**src/rtl/ro_scan_controller.sv**
```systemverilog
// Ring-oscillator scan sequencer: steps tap/oscillator selects, runs a warm-up and a gate
// window, counts synchronised rising edges of the selected oscillator, and emits one record per point.
`timescale 1ns/1ps
module ro_scan_controller #(
    parameter int NUM_RO     = 10,
    parameter int NUM_TAPS   = 5,
    parameter int CNT_W      = 16,
    parameter int SETTLE_CYC = 8,
    parameter int WARMUP_CYC = 16
) (
    input  logic                wb_clk_i,
    input  logic                wb_rst_i,
    input  logic                scan_go_i,
    input  logic [15:0]         gate_cyc_i,
    input  logic                ro_clk_i,
    output logic                ro_start_o,
    output logic [NUM_TAPS-1:0] tap_sel_o,
    output logic [3:0]          ro_sel_o,
    output logic                res_valid_o,
    input  logic                res_ready_i,
    output logic [CNT_W+7:0]    res_data_o,
    output logic                busy_o,
    output logic                done_o
);

    localparam logic [2:0] S_IDLE   = 3'd0;
    localparam logic [2:0] S_SETTLE = 3'd1;
    localparam logic [2:0] S_WARMUP = 3'd2;
    localparam logic [2:0] S_GATE   = 3'd3;
    localparam logic [2:0] S_EMIT   = 3'd4;
    localparam logic [2:0] S_DONE   = 3'd5;

    localparam logic [3:0]       RO_LAST     = 4'(NUM_RO - 1);
    localparam logic [2:0]       TAP_LAST    = 3'(NUM_TAPS - 1);
    localparam logic [15:0]      SETTLE_LAST = 16'(SETTLE_CYC - 1);
    localparam logic [15:0]      WARMUP_LAST = 16'(WARMUP_CYC - 1);
    localparam logic [CNT_W-1:0] CNT_MAX     = {CNT_W{1'b1}};

    function automatic logic [NUM_TAPS-1:0] tap_onehot(input logic [2:0] idx);
        logic [NUM_TAPS-1:0] oh;
        oh = '0;
        for (int i = 0; i < NUM_TAPS; i++) begin
            oh[i] = (idx == 3'(i));
        end
        return oh;
    endfunction

    logic [2:0]          state_q,     state_d;
    logic [2:0]          tap_q,       tap_d;
    logic [3:0]          ro_q,        ro_d;
    logic [15:0]         gate_q,      gate_d;
    logic [15:0]         cyc_q,       cyc_d;
    logic [CNT_W-1:0]    cnt_q,       cnt_d;
    logic                sat_q,       sat_d;
    logic [2:0]          sync_q,      sync_d;
    logic                ro_start_q,  ro_start_d;
    logic [NUM_TAPS-1:0] tap_sel_q,   tap_sel_d;
    logic [3:0]          ro_sel_q,    ro_sel_d;
    logic                res_valid_q, res_valid_d;
    logic [CNT_W+7:0]    res_data_q,  res_data_d;
    logic                busy_q,      busy_d;
    logic                done_q,      done_d;

    logic                edge_s;
    logic [CNT_W-1:0]    cnt_next_s;
    logic                sat_next_s;

    // Two synchroniser flops plus one history flop for rising-edge detection.
    always_comb begin
        sync_d = {sync_q[1:0], ro_clk_i};
        edge_s = sync_q[1] & ~sync_q[2];
    end

    // Saturating edge counter value including the edge seen this cycle.
    always_comb begin
        cnt_next_s = cnt_q;
        sat_next_s = sat_q;
        if (edge_s) begin
            if (cnt_q == CNT_MAX) begin
                sat_next_s = 1'b1;
            end else begin
                cnt_next_s = cnt_q + CNT_W'(1);
            end
        end else begin
            cnt_next_s = cnt_q;
        end
    end

    // Scan sequencer next-state and registered-output logic.
    always_comb begin
        state_d     = state_q;
        tap_d       = tap_q;
        ro_d        = ro_q;
        gate_d      = gate_q;
        cyc_d       = cyc_q;
        cnt_d       = cnt_q;
        sat_d       = sat_q;
        ro_start_d  = ro_start_q;
        tap_sel_d   = tap_sel_q;
        ro_sel_d    = ro_sel_q;
        res_valid_d = res_valid_q;
        res_data_d  = res_data_q;
        busy_d      = busy_q;
        done_d      = 1'b0;

        case (state_q)
            S_IDLE: begin
                if (scan_go_i) begin
                    tap_d      = 3'd0;
                    ro_d       = 4'd0;
                    gate_d     = (gate_cyc_i == 16'd0) ? 16'd1 : gate_cyc_i;
                    cyc_d      = 16'd0;
                    busy_d     = 1'b1;
                    tap_sel_d  = tap_onehot(3'd0);
                    ro_sel_d   = 4'd0;
                    ro_start_d = 1'b0;
                    state_d    = S_SETTLE;
                end else begin
                    state_d = S_IDLE;
                end
            end
            S_SETTLE: begin
                if (cyc_q == SETTLE_LAST) begin
                    cyc_d      = 16'd0;
                    ro_start_d = 1'b1;
                    state_d    = S_WARMUP;
                end else begin
                    cyc_d = cyc_q + 16'd1;
                end
            end
            S_WARMUP: begin
                if (cyc_q == WARMUP_LAST) begin
                    cyc_d   = 16'd0;
                    cnt_d   = '0;
                    sat_d   = 1'b0;
                    state_d = S_GATE;
                end else begin
                    cyc_d = cyc_q + 16'd1;
                end
            end
            S_GATE: begin
                cnt_d = cnt_next_s;
                sat_d = sat_next_s;
                // The last gate cycle's edge is folded straight into the record.
                if (cyc_q == gate_q - 16'd1) begin
                    cyc_d       = 16'd0;
                    ro_start_d  = 1'b0;
                    res_valid_d = 1'b1;
                    res_data_d  = {sat_next_s, tap_q, ro_q, cnt_next_s};
                    state_d     = S_EMIT;
                end else begin
                    cyc_d = cyc_q + 16'd1;
                end
            end
            S_EMIT: begin
                if (res_valid_q && res_ready_i) begin
                    res_valid_d = 1'b0;
                    if (ro_q != RO_LAST) begin
                        ro_d      = ro_q + 4'd1;
                        ro_sel_d  = ro_q + 4'd1;
                        tap_sel_d = tap_onehot(tap_q);
                        state_d   = S_SETTLE;
                    end else if (tap_q != TAP_LAST) begin
                        tap_d     = tap_q + 3'd1;
                        ro_d      = 4'd0;
                        ro_sel_d  = 4'd0;
                        tap_sel_d = tap_onehot(tap_q + 3'd1);
                        state_d   = S_SETTLE;
                    end else begin
                        done_d    = 1'b1;
                        busy_d    = 1'b0;
                        tap_sel_d = '0;
                        state_d   = S_DONE;
                    end
                end else begin
                    state_d = S_EMIT;
                end
            end
            S_DONE: begin
                state_d = S_IDLE;
            end
            default: begin
                state_d     = S_IDLE;
                ro_start_d  = 1'b0;
                tap_sel_d   = '0;
                res_valid_d = 1'b0;
                busy_d      = 1'b0;
            end
        endcase
    end

    // State and output registers with asynchronous reset.
    always_ff @(posedge wb_clk_i or posedge wb_rst_i) begin
        if (wb_rst_i) begin
            state_q     <= S_IDLE;
            tap_q       <= 3'd0;
            ro_q        <= 4'd0;
            gate_q      <= 16'd0;
            cyc_q       <= 16'd0;
            cnt_q       <= '0;
            sat_q       <= 1'b0;
            sync_q      <= 3'd0;
            ro_start_q  <= 1'b0;
            tap_sel_q   <= '0;
            ro_sel_q    <= 4'd0;
            res_valid_q <= 1'b0;
            res_data_q  <= '0;
            busy_q      <= 1'b0;
            done_q      <= 1'b0;
        end else begin
            state_q     <= state_d;
            tap_q       <= tap_d;
            ro_q        <= ro_d;
            gate_q      <= gate_d;
            cyc_q       <= cyc_d;
            cnt_q       <= cnt_d;
            sat_q       <= sat_d;
            sync_q      <= sync_d;
            ro_start_q  <= ro_start_d;
            tap_sel_q   <= tap_sel_d;
            ro_sel_q    <= ro_sel_d;
            res_valid_q <= res_valid_d;
            res_data_q  <= res_data_d;
            busy_q      <= busy_d;
            done_q      <= done_d;
        end
    end

    assign ro_start_o  = ro_start_q;
    assign tap_sel_o   = tap_sel_q;
    assign ro_sel_o    = ro_sel_q;
    assign res_valid_o = res_valid_q;
    assign res_data_o  = res_data_q;
    assign busy_o      = busy_q;
    assign done_o      = done_q;

endmodule
```
**config.mk**
```make
export PLATFORM = sky130hd
export DESIGN_NAME = ro_scan_controller
export DESIGN_NICKNAME = d
export VERILOG_FILES = /design/src/rtl/ro_scan_controller.sv
export SDC_FILE = /design/constraint.sdc
export NUM_CORES = 1
export LEC_CHECK = 0
export BUFFER_PORTS_ARGS = -buffer_cell sky130_fd_sc_hd__buf_2
export CAP_MARGIN = 5
export CORE_MARGIN = 2
export CORE_UTILIZATION = 53
export CTS_CLUSTER_DIAMETER = 80
export DETAILED_ROUTE_END_ITERATION = 16
export GPL_ROUTABILITY_DRIVEN = 0
export PLACE_DENSITY = 0.76
export SKIP_CTS_REPAIR_TIMING = 1
export SYNTH_ARGS = -nofsm -noshare
export SYNTH_HDL_FRONTEND = slang
export SYNTH_SLANG_ARGS = --single-unit
```
**constraint.sdc**
```tcl
create_clock -name wb_clk_i -period 2.95 [get_ports wb_clk_i]
set_input_delay 0 -clock wb_clk_i [delete_from_list [all_inputs] [get_ports wb_clk_i]]
set_output_delay 0 -clock wb_clk_i [all_outputs]
set_load 0.1 [all_outputs]
```
Word-level counts from Yosys, hierarchy flattened
Index checks and enable logic that the tools add are counted.

Flip-flop bits (word level): 95. Output and inout bits: 37.

Add/subtract/negate cells: 5. Eq/ne operators: 28. Muxes and demuxes: 53. Bitwise operators: 5. Reduce and logical (&&, ||, !) cells: 22.

Operator list (count): $mux W16 (8); $pmux W16 S4 (1); $add A16 B1 Y16 const B (2); $pmux W16 S2 (1); $mux W3 (10); $mux W5 (4); $eq A3 B2 Y1 const B (6); $mux W1 (17); $eq A16 B16 Y1 (1); $eq A16 B16 Y1 const B (1); $eq A16 B3 Y1 const B (1); $eq A16 B4 Y1 const B (1); $logic_not A16 Y1 (1); $mux W4 (4); $ne A2 B2 Y1 const B (8); $sub A16 B1 Y16 const B (1); $pmux W3 S5 (1); $pmux W5 S3 (1); $eq A3 B3 Y1 const B (4); $reduce_and A5 Y1 (2); $eq A3 B1 Y1 const B (3); $logic_not A3 Y1 (3); $reduce_and A3 Y1 (3); $pmux W4 S2 (1); other kinds (17) (28).

Logic depth before layout (Yosys ltp)
Gate-level depths: netlist of the first run.

Word-level depth: 6. Mapped depth: 12. Mapped depth without buffers: 10.

Least setup slack after synthesis of the first run
OpenSTA, ideal clock, no wires.

Kind: register to register. Start: reg gate_q[0]. End: reg res_data_q[10] (netlist: res_data_o[10]). Setup time: 0.126 ns. Arrival time: 2.693 ns. Setup slack: 0.131 ns. Stages on the path, launching flop included: 12. Buffers on the path: 2. Period minus slack after synthesis: 2.819 ns. Cell sequence: dfrtp_1 > inv_1 > ha_1 > buf_2 > xnor2_1 > and2_1 > o21ai_0 > nand4b_1 > nand4b_1 > nor4_4 > buf_6 > mux2_4.

Word-level cells in the longest chain between the ends: 3.

Ends and longest elaborated chain: from (decl) (line 51) `logic [15:0] gate_q, gate_d;`; from (signal assigned) (line 214) `gate_q <= gate_d;`; $sub A16 B1 Y16 (line 145) `if (cyc_q == gate_q - 16'd1) begin`; $eq A16 B16 Y1 (line 145); $reduce_and A2 Y1 (no line); to (signal assigned) (line 223) `res_data_q <= res_data_d;`; to (decl) (line 60) `logic [CNT_W+7:0] res_data_q, res_data_d;`.

No other way between the ends. A chain may end at the register's enable or synchronous reset.

Final worst setup path of the first run
Start: reg gate_q[3]. End: reg res_data_q[21] (netlist: res_data_o[21]).

The elaborated chain is that of the path after synthesis.

==> impl_metrics.py, run 1 <==
metrics = {
    "job": {
        "drv_cap": 0,
    },
    "pwr": {
        "p_leak_nw": 2.90,
        "peakVddDrop_mv": 0.459,
        "power.density_nw_per_um2": 732,
    },
    "routing": {
        "drtIter0Drc": 249,
        "via_per_inst": 5.94,
        "drt-total-wl_mm": 12.5,
        "route.detailed.drc": 0,
        "ant_nets": 0,
        "wl_per_cell_um": 16.1,
        "vias": 4612,
        "drt_pre_antenna_iters": 7,
    },
    "synthesis": {
        "synth-simple-area-share_pct": 20.0,
        "async_reset_ff_share_pct": 100,
        "synth_edf_count": 0,
        "synth.avg_cell_area_um2": 9.55,
        "synthMuxAreaShare_pct": 8.75,
        "synth_compound_gate_area_share_pct": 15.2,
        "synthXorXnorAreaFrac_pct": 5.35,
        "synthAdderAreaFrac_pct": 3.01,
        "synth_top_family_by_area": "simple AND/OR/NAND/NOR gates",
        "syn-num-nets": 600,
        "synth_top_area_share_pct": 44.0,
        "synth-seq-cells": 95,
        "synthTopCellsByArea": "dfrtp_1 44%, mux2_2 4.8%, nand2_1 4.2%",
        "yosys.area.top_type": "dfrtp_1",
        "synth_top_flop_cell": "dfrtp_1",
        "ys_types": 54,
        "ys_warn_count": 0,
        "synth_area_um2": 5400,
        "synthCells": 566,
        "seq_area_frac_synth_pct": 44.0,
    },
    "global_route": {
        "grt_usage_pct": 23.2,
        "grt_max_degree": 51,
        "grt_pass1_vias": 4430,
        "overflow": 0,
        "grt_first_pass_wirelength_mm": 21.0,
        "grt_antenna_before_repair": 0,
    },
    "floorplanning": {
        "die-area_um2": 11000,
        "floorplan.initialDensity_pct": 55.0,
        "core_area_um2": 9820,
        "std_cell_rows": 36,
        "die_y_um": 105,
        "die_x_um": 105,
        "io-pin-count": 58,
    },
    "timing": {
        "post-route-min-period_ns": 2.82,
        "slew_headroom_pct": 45.5,
        "rsz0062_at_grt": "false",
        "worstMarginPinSlew_ns": 0.817,
        "whs_ns": 0.0698,
        "fin_crit_sh_pct": 95.5,
        "clock_skew_ns": 0.0136,
        "setup_viol": 0,
        "max_freq_mhz": 355,
        "finalHoldViolations": 0,
        "drv_slew": 0,
        "tns_ns": 0,
    },
    "clocking": {
        "cts_made_buffers": 9,
        "insertion_delay_ns": 0.37,
        "cts_buffer_depth": 2,
        "htreeDepth": 3,
        "clkTransAtPathRegs_ns": 0.09,
        "cts_sinks": 95,
        "cts_tree": "yes",
        "cts-root-buf": "clkbuf_8",
    },
    "place": {
        "placed_area_um2": 5870,
        "dp_hpwl_mm": 8.51,
        "port_buffers": 57,
    },
    "setup_path": {
        "cp_max_fo": 18,
        "cp.arrival_ns": 3.08,
        "crit_path_end_kind": "register",
        "critical_path_class": "register to register",
        "cp_data_required_time_ns": 3.21,
        "ff2ff_path_depth": 9,
        "crit_path_start_kind": "register",
    },
    "cells_and_area": {
        "drive_above_1_share_pct": 21.0,
        "finalInstanceArea_um2": 6270,
        "insertedDiodeCount": 0,
        "syn_to_final_growth_pct": 16.0,
        "nets": 673,
        "final_util_pct": 63.8,
    },
    "hold_path": {
        "whs_path_depth": 4,
        "hp-class": "input pin to register",
    },
    "run_status": {
        "outcome": "finished clean",
    },
}
[report_power, final]
group | switching [mW] | total, mW | internal, mW
Combinational | 1.24 | 1.97 | 0.736
Sequential | 0.283 | 1.77 | 1.48
Clock | 0.455 | 0.848 | 0.393
Total | 1.97 | 4.59 | 2.61
[sequential cells by signal, indices dropped and copies added, names as in the netlist]
name / count
busy_o: 1
cnt_q: 16
cyc_q: 16
done_o: 1
gate_q: 16
res_data_o: 24
res_valid_o: 1
ro_sel_o: 4
ro_start_o: 1
sat_q: 1
state_q: 3
sync_q: 3
tap_q: 3
tap_sel_o: 5
[worst max-delay path, stage by stage (launching register included)]
cell and delay (ns):
dfrtp_1 0.48, nor4_4 0.39, nand4_1 0.16, xor2_1 0.16, or3b_1 0.39, o311a_1 0.21
nor4_4 0.22, buf_4 0.17, buf_12 0.17, mux2_2 0.34
[cell families (layout without fill, tap and decap cells)]
family	count (synthesis)	in the layout
flops	95	95
fa+ha+maj	13	13
buf+inv	47	125
mux	39	39
xor+xnor	33	33
compound gates	130	130
simple gates	209	209
[per-stage QoR]
step	worst slack (ns)	instances	power, mW
after global placement	0.106	742	3.61
after global routing	0.00521	777	4.89
after floorplan	0.131	566	3.18
final	0.134	777	4.59
after CTS	0.0135	758	4.53
after detailed placement	0.0205	742	3.68
[cell type report]
| class | count | area (µm²) |
|---|---|---|
| repair buffers | 92 | 622 |
| flip-flops and latches | 95 | 2380 |
| inverters | 17 | 65.1 |
| clock buffers | 11 | 131 |
| clock inverters | 5 | 56.3 |
| well taps | 133 | 166 |
| fillers | 815 | 3550 |
| multi-input cells | 424 | 2850 |
[placed cells by master, fill, tap and decap left out, drive strengths merged, types with 7 or more instances in the layout]
master / n
a31oi: 8
clkbuf: 11
xnor2: 22
nor2: 27
xor2: 11
inv: 17
mux2: 36
dlygate4sd3: 18
nand2b: 7
dfrtp: 95
ha: 13
and2: 7
nand2: 61
o21a: 7
nor4: 15
o31ai: 18
a21oi: 21
buf: 74
nand3: 35
o21ai: 45
nor3: 14
and3: 13
[routing by layer]
metal	GRT usage, %	vias up	part of all wire, %
li1	-	2193	-
met1	30.8	2255	45
met2	37.6	143	49
met3	4.18	21	4.7
met4	9.43	0	1.8
met5	0	-	0
[synthesized netlist by cell type, types with 11 or more instances]
library cell / count
xnor2_1: 22
nand2_1: 61
ha_1: 13
o31ai_1: 18
and3_1: 13
inv_1: 17
nor2_1: 27
mux2_2: 23
a21oi_1: 21
dfrtp_1: 95
xor2_1: 11
nand3_1: 35
o21ai_0: 44
clkbuf_1: 23
nor4_1: 13
nor3_1: 14
[path summary, 6_finish.rpt]
kind | end | slack, ns | start
worst max-delay path | res_data_o[21] | 0.13 | gate_q[3]
min in group asynchronous | res_data_o[15] | 0.30 | wb_rst_i
worst min register to register | sync_q[1] | 0.36 | sync_q[0]
worst max register to register | res_data_o[21] | 0.13 | gate_q[3]
worst min-delay path | state_q[2] | 0.07 | res_ready_i
max in group asynchronous | gate_q[13] | 1.92 | wb_rst_i
Power figures use the tool's default switching activity.
==> run 2: changes to the inputs <==
--- a/config.mk
+++ b/config.mk
@@ -12,7 +12,7 @@
 export CTS_CLUSTER_DIAMETER = 80
 export DETAILED_ROUTE_END_ITERATION = 16
 export GPL_ROUTABILITY_DRIVEN = 0
-export PLACE_DENSITY = 0.76
+export PLACE_DENSITY = 0.73
 export SKIP_CTS_REPAIR_TIMING = 1
 export SYNTH_ARGS = -nofsm -noshare
 export SYNTH_HDL_FRONTEND = slang
==> impl_metrics.py, run 2 (synthesized netlist as in run 1, its figures left out) <==
metrics = {
    "floorplanning": {
        "floorplan.initialDensity_pct": 55.0,
        "core_area_um2": 9820,
        "die_x_um": 105,
        "die_y_um": 105,
        "std_cell_rows": 36,
        "die-area_um2": 11000,
        "io-pin-count": 58,
    },
    "clocking": {
        "cts_sinks": 95,
        "cts_made_buffers": 9,
        "clkTransAtPathRegs_ns": 0.09,
        "cts_tree": "yes",
        "htreeDepth": 3,
        "insertion_delay_ns": 0.37,
        "cts_buffer_depth": 2,
        "cts-root-buf": "clkbuf_8",
    },
    "setup_path": {
        "critical_path_class": "register to register",
        "ff2ff_path_depth": 8,
        "crit_path_start_kind": "register",
        "cp_data_required_time_ns": 3.20,
        "cp.arrival_ns": 3.13,
        "cp_max_fo": 28,
        "crit_path_end_kind": "register",
    },
    "run_status": {
        "outcome": "finished clean",
    },
    "pwr": {
        "peakVddDrop_mv": 0.542,
        "p_leak_nw": 2.89,
        "power.density_nw_per_um2": 741,
    },
    "cells_and_area": {
        "final_common_cell": "dfrtp_1",
        "fill_cells": 798,
        "layout_common_cells": "93 x dfrtp_1, 61 x nand2_1, 57 x buf_2, 44 x o21ai_0, 35 x nand3_1",
        "nets": 671,
        "drive_above_1_share_pct": 21.2,
        "multiInputGateArea_um2": 2870,
        "syn_to_final_growth_pct": 16.4,
        "insertedDiodeCount": 0,
        "largest_reg_flops": 24,
        "layout.area.seq_um2": 2380,
    },
    "timing": {
        "max_freq_mhz": 348,
        "fin_ws_ns": 0.0744,
        "drv_slew": 0,
        "whs_ns": 0.0262,
        "clock_skew_ns": 0.00883,
        "slew_headroom_pct": 31.5,
        "post-route-min-period_ns": 2.88,
        "finalHoldViolations": 0,
        "fin_crit_sh_pct": 97.5,
        "worstMarginPinSlew_ns": 1.03,
        "setup_viol": 0,
    },
    "place": {
        "dp_slack_ns": 0.0351,
        "dp_hpwl_mm": 8.35,
        "port_buffers": 57,
    },
    "routing": {
        "via_per_inst": 5.89,
        "ant_nets": 0,
        "vias": 4566,
        "drt_pre_antenna_iters": 4,
        "drt-total-wl_mm": 12.4,
        "route.detailed.drc": 0,
        "wl_per_cell_um": 16.0,
        "drtIter0Drc": 331,
    },
    "global_route": {
        "grt_max_degree": 59,
        "grt_usage_pct": 22.6,
        "grt_use_met1_pct": 29.8,
        "grt_antenna_before_repair": 0,
        "overflow": 0,
        "use_met2_pct": 36.9,
        "grt-busiest-layer": "met2",
        "use_met3_pct": 4.12,
        "grt_first_pass_wirelength_mm": 20.4,
        "grt_pass1_vias": 4256,
    },
    "job": {
        "drv_cap": 0,
    },
    "hold_path": {
        "hp-class": "input pin to register",
        "whs_path_depth": 4,
    },
}
## run 2: changes by cell type in the layout (fill, tap and decap cells not counted), sizes merged
cell	delta
buf	-2
clkbuf	-1
clkinv	-1
clkinvlp	+1
inv	+1
## run 2: worst max-delay path: stages, from the launching register on
cell,delay (ns)
dfrtp_1,0.52
nor4_4,0.35
nand2_1,0.15
o41ai_1,0.47
nand4b_1,0.16
buf_4,0.19
nor4_4,0.29
buf_12,0.23
mux2_2,0.35
## run 2: through the flow
stage / instance area (µm²) / setup TNS [ns] / utilization, % / power, mW / instances
final: 6290 / 0 / 64.1 / 4.66 / 775
after global placement: 5850 / 0 / 59.6 / 3.62 / 738
after floorplan: 5400 / 0 / - / 3.18 / 566
after global routing: 6290 / -0.200 / 64.1 / 4.96 / 775
after CTS: 6050 / -1.57 / 61.6 / 4.57 / 754
after detailed placement: 5850 / 0 / 59.6 / 3.69 / 738
## run 2: report_power, final
| group | internal [mW] | switching [mW] |
|---|---|---|
| registers | 1.49 | 0.294 |
| clock network | 0.397 | 0.473 |
| logic | 0.768 | 1.24 |
## run 2: routing by layer
layer,routed length (µm),vias to the layer above
met2,6050,123
met4,236,0
met1,5670,2236
li1,-,2183
met5,0,-
met3,455,24
## run 2: layout make-up
cell class | instances | share of cell area [%]
Clock buffer | 10 | 2.03
Tap cell | 133 | 2.65
Sequential cell | 95 | 37.8
Clock inverter | 6 | 1.07
Inverter | 17 | 1.03
Multi-Input combinational cell | 424 | 45.6
Timing Repair Buffer | 90 | 9.79
## run 2: path summary, 6_finish.rpt
kind	startpoint	end	slack, ns
worst max-delay path	gate_q[3]	res_data_o[5]	0.07
worst min-delay path	res_ready_i	state_q[2]	0.03
worst max register to register	gate_q[3]	res_data_o[5]	0.07
worst min register to register	sync_q[0]	sync_q[1]	0.35
max in group asynchronous	wb_rst_i	gate_q[2]	1.83
min in group asynchronous	wb_rst_i	res_data_o[14]	0.38
==> run 3: changes to the inputs <==
--- a/config.mk
+++ b/config.mk
@@ -6,13 +6,13 @@
 export NUM_CORES = 1
 export LEC_CHECK = 0
 export BUFFER_PORTS_ARGS = -buffer_cell sky130_fd_sc_hd__buf_2
-export CAP_MARGIN = 5
+export CAP_MARGIN = 20
 export CORE_MARGIN = 2
-export CORE_UTILIZATION = 53
+export CORE_UTILIZATION = 55
 export CTS_CLUSTER_DIAMETER = 80
 export DETAILED_ROUTE_END_ITERATION = 16
 export GPL_ROUTABILITY_DRIVEN = 0
-export PLACE_DENSITY = 0.73
+export PLACE_DENSITY = 0.72
 export SKIP_CTS_REPAIR_TIMING = 1
 export SYNTH_ARGS = -nofsm -noshare
 export SYNTH_HDL_FRONTEND = slang
==> constraint.sdc (replaced) <==
create_clock -name wb_clk_i -period 2.97 [get_ports wb_clk_i]
set_input_delay 0 -clock wb_clk_i [delete_from_list [all_inputs] [get_ports wb_clk_i]]
set_output_delay 0 -clock wb_clk_i [all_outputs]
set_load 0.1 [all_outputs]
==> impl_metrics.py, run 3 (synthesized netlist as in run 1, its figures left out) <==
metrics = {
    "cells_and_area": {
        "layout_common_cells": "93 x dfrtp_1, 61 x nand2_1, 57 x buf_2, 44 x o21ai_0, 35 x nand3_1",
        "multiInputGateArea_um2": 2870,
        "finalInstanceArea_um2": 6330,
        "layout.cells.non_filler": 773,
        "final_util_pct": 65.7,
        "largest_reg_flops": 24,
        "drive_above_1_share_pct": 21.1,
        "fill_cells": 769,
        "final_common_cell": "dfrtp_1",
        "syn_to_final_growth_pct": 17.2,
        "layout.area.seq_um2": 2380,
        "nets": 669,
        "insertedDiodeCount": 0,
    },
    "clocking": {
        "cts_sinks": 95,
        "clkTransAtPathRegs_ns": 0.09,
        "cts_buffer_depth": 2,
        "cts_made_buffers": 9,
        "cts_tree": "yes",
        "htreeDepth": 3,
        "cts-root-buf": "clkbuf_8",
        "insertion_delay_ns": 0.37,
    },
    "floorplanning": {
        "core_area_um2": 9640,
        "io-pin-count": 58,
        "die_x_um": 103,
        "std_cell_rows": 36,
        "die_y_um": 103,
        "die-area_um2": 10600,
        "floorplan.initialDensity_pct": 56.0,
    },
    "pwr": {
        "peakVddDrop_mv": 0.475,
        "p_leak_nw": 2.91,
        "total_power_mw": 4.82,
        "power.density_nw_per_um2": 761,
    },
    "routing": {
        "drtIter0Drc": 282,
        "drt_pre_antenna_iters": 5,
        "via_per_inst": 5.87,
        "top_layer": "met4",
        "m1WireLength_mm": 5.67,
        "wl_met2_mm": 6.02,
        "wl_per_cell_um": 15.9,
        "wl_met3_um": 470,
        "ant_nets": 0,
        "route.detailed.drc": 0,
        "drt-total-wl_mm": 12.3,
        "vias": 4540,
    },
    "place": {
        "dpl.cell_count": 737,
        "placed_area_um2": 5850,
        "dp_slack_ns": 0.0776,
        "dp_hpwl_mm": 8.27,
        "port_buffers": 57,
    },
    "timing": {
        "fin_ws_ns": 0.0737,
        "slew_headroom_pct": 46.1,
        "finalHoldViolations": 0,
        "setup_viol": 0,
        "post-route-min-period_ns": 2.90,
        "worstMarginPinSlew_ns": 0.807,
        "drv_slew": 0,
        "fin_crit_sh_pct": 97.5,
        "max_freq_mhz": 345,
        "clock_skew_ns": 0.0177,
    },
    "setup_path": {
        "crit_path_start_kind": "register",
        "cp_data_required_time_ns": 3.23,
        "ff2ff_setup_slack_ns": 0.07,
        "crit_path_end_kind": "register",
        "cp.arrival_ns": 3.15,
        "critical_path_class": "register to register",
        "cp_max_fo": 28,
    },
    "global_route": {
        "grt_pass1_vias": 4292,
        "grt_usage_pct": 24.1,
        "grt_first_pass_wirelength_mm": 20.1,
        "grt_antenna_before_repair": 0,
        "grt_max_degree": 52,
        "overflow": 0,
    },
    "hold_path": {
        "hp-class": "input pin to register",
    },
    "run_status": {
        "outcome": "finished clean",
    },
    "job": {
        "drv_cap": 0,
    },
}
==> run 3: worst paths after layout <==
kind | from | end | depth (start not counted)
max | gate_q[2] | res_data_o[5] | 7
min | res_ready_i | state_q[2] | 4
max reg2reg | gate_q[2] | res_data_o[5] | 7
min reg2reg | sync_q[0] | sync_q[1] | 0
max in group asynchronous | wb_rst_i | gate_q[3] | 4
min in group asynchronous | wb_rst_i | res_data_o[14] | 3
==> run 3: area by class of cell <==
type,count,share of cell area [%]
clock buffer,10,2.17
inverter,17,1.03
multi-input combinational,424,45.3
timing repair buffer,88,9.48
clock inverter,6,1.82
tap,133,2.63
sequential,95,37.6
==> run 3: critical path, stage by stage (launching register included) <==
cell and delay [ns]:
dfrtp_1 0.53, nor4_4 0.42, nand2_1 0.16, o41ai_1 0.41
nand4b_1 0.28, nor4_4 0.36, buf_12 0.24, mux2_2 0.35
==> run 3: power breakdown <==
group,switching (mW),leakage (nW),internal (mW)
combinational,1.22,1.52,0.748
clock,0.478,0.123,0.587
sequential,0.309,1.27,1.48
==> run 3: metrics by stage <==
step | TNS (ns) | hold WS (ns)
finish | 0 | 0.0242
global placement | 0 | 0.107
detailed placement | 0 | 0.119
floorplan | 0 | 0.0314
global route | -0.0455 | 0.0539
CTS | -1.48 | -0.262
==> run 3: routing by layer <==
metal  vias up  GRT usage (%)
li1       2180              -
met1      2221           31.9
met2       123           41.4
met3        16           4.20
met4         0           5.77
met5         -              0
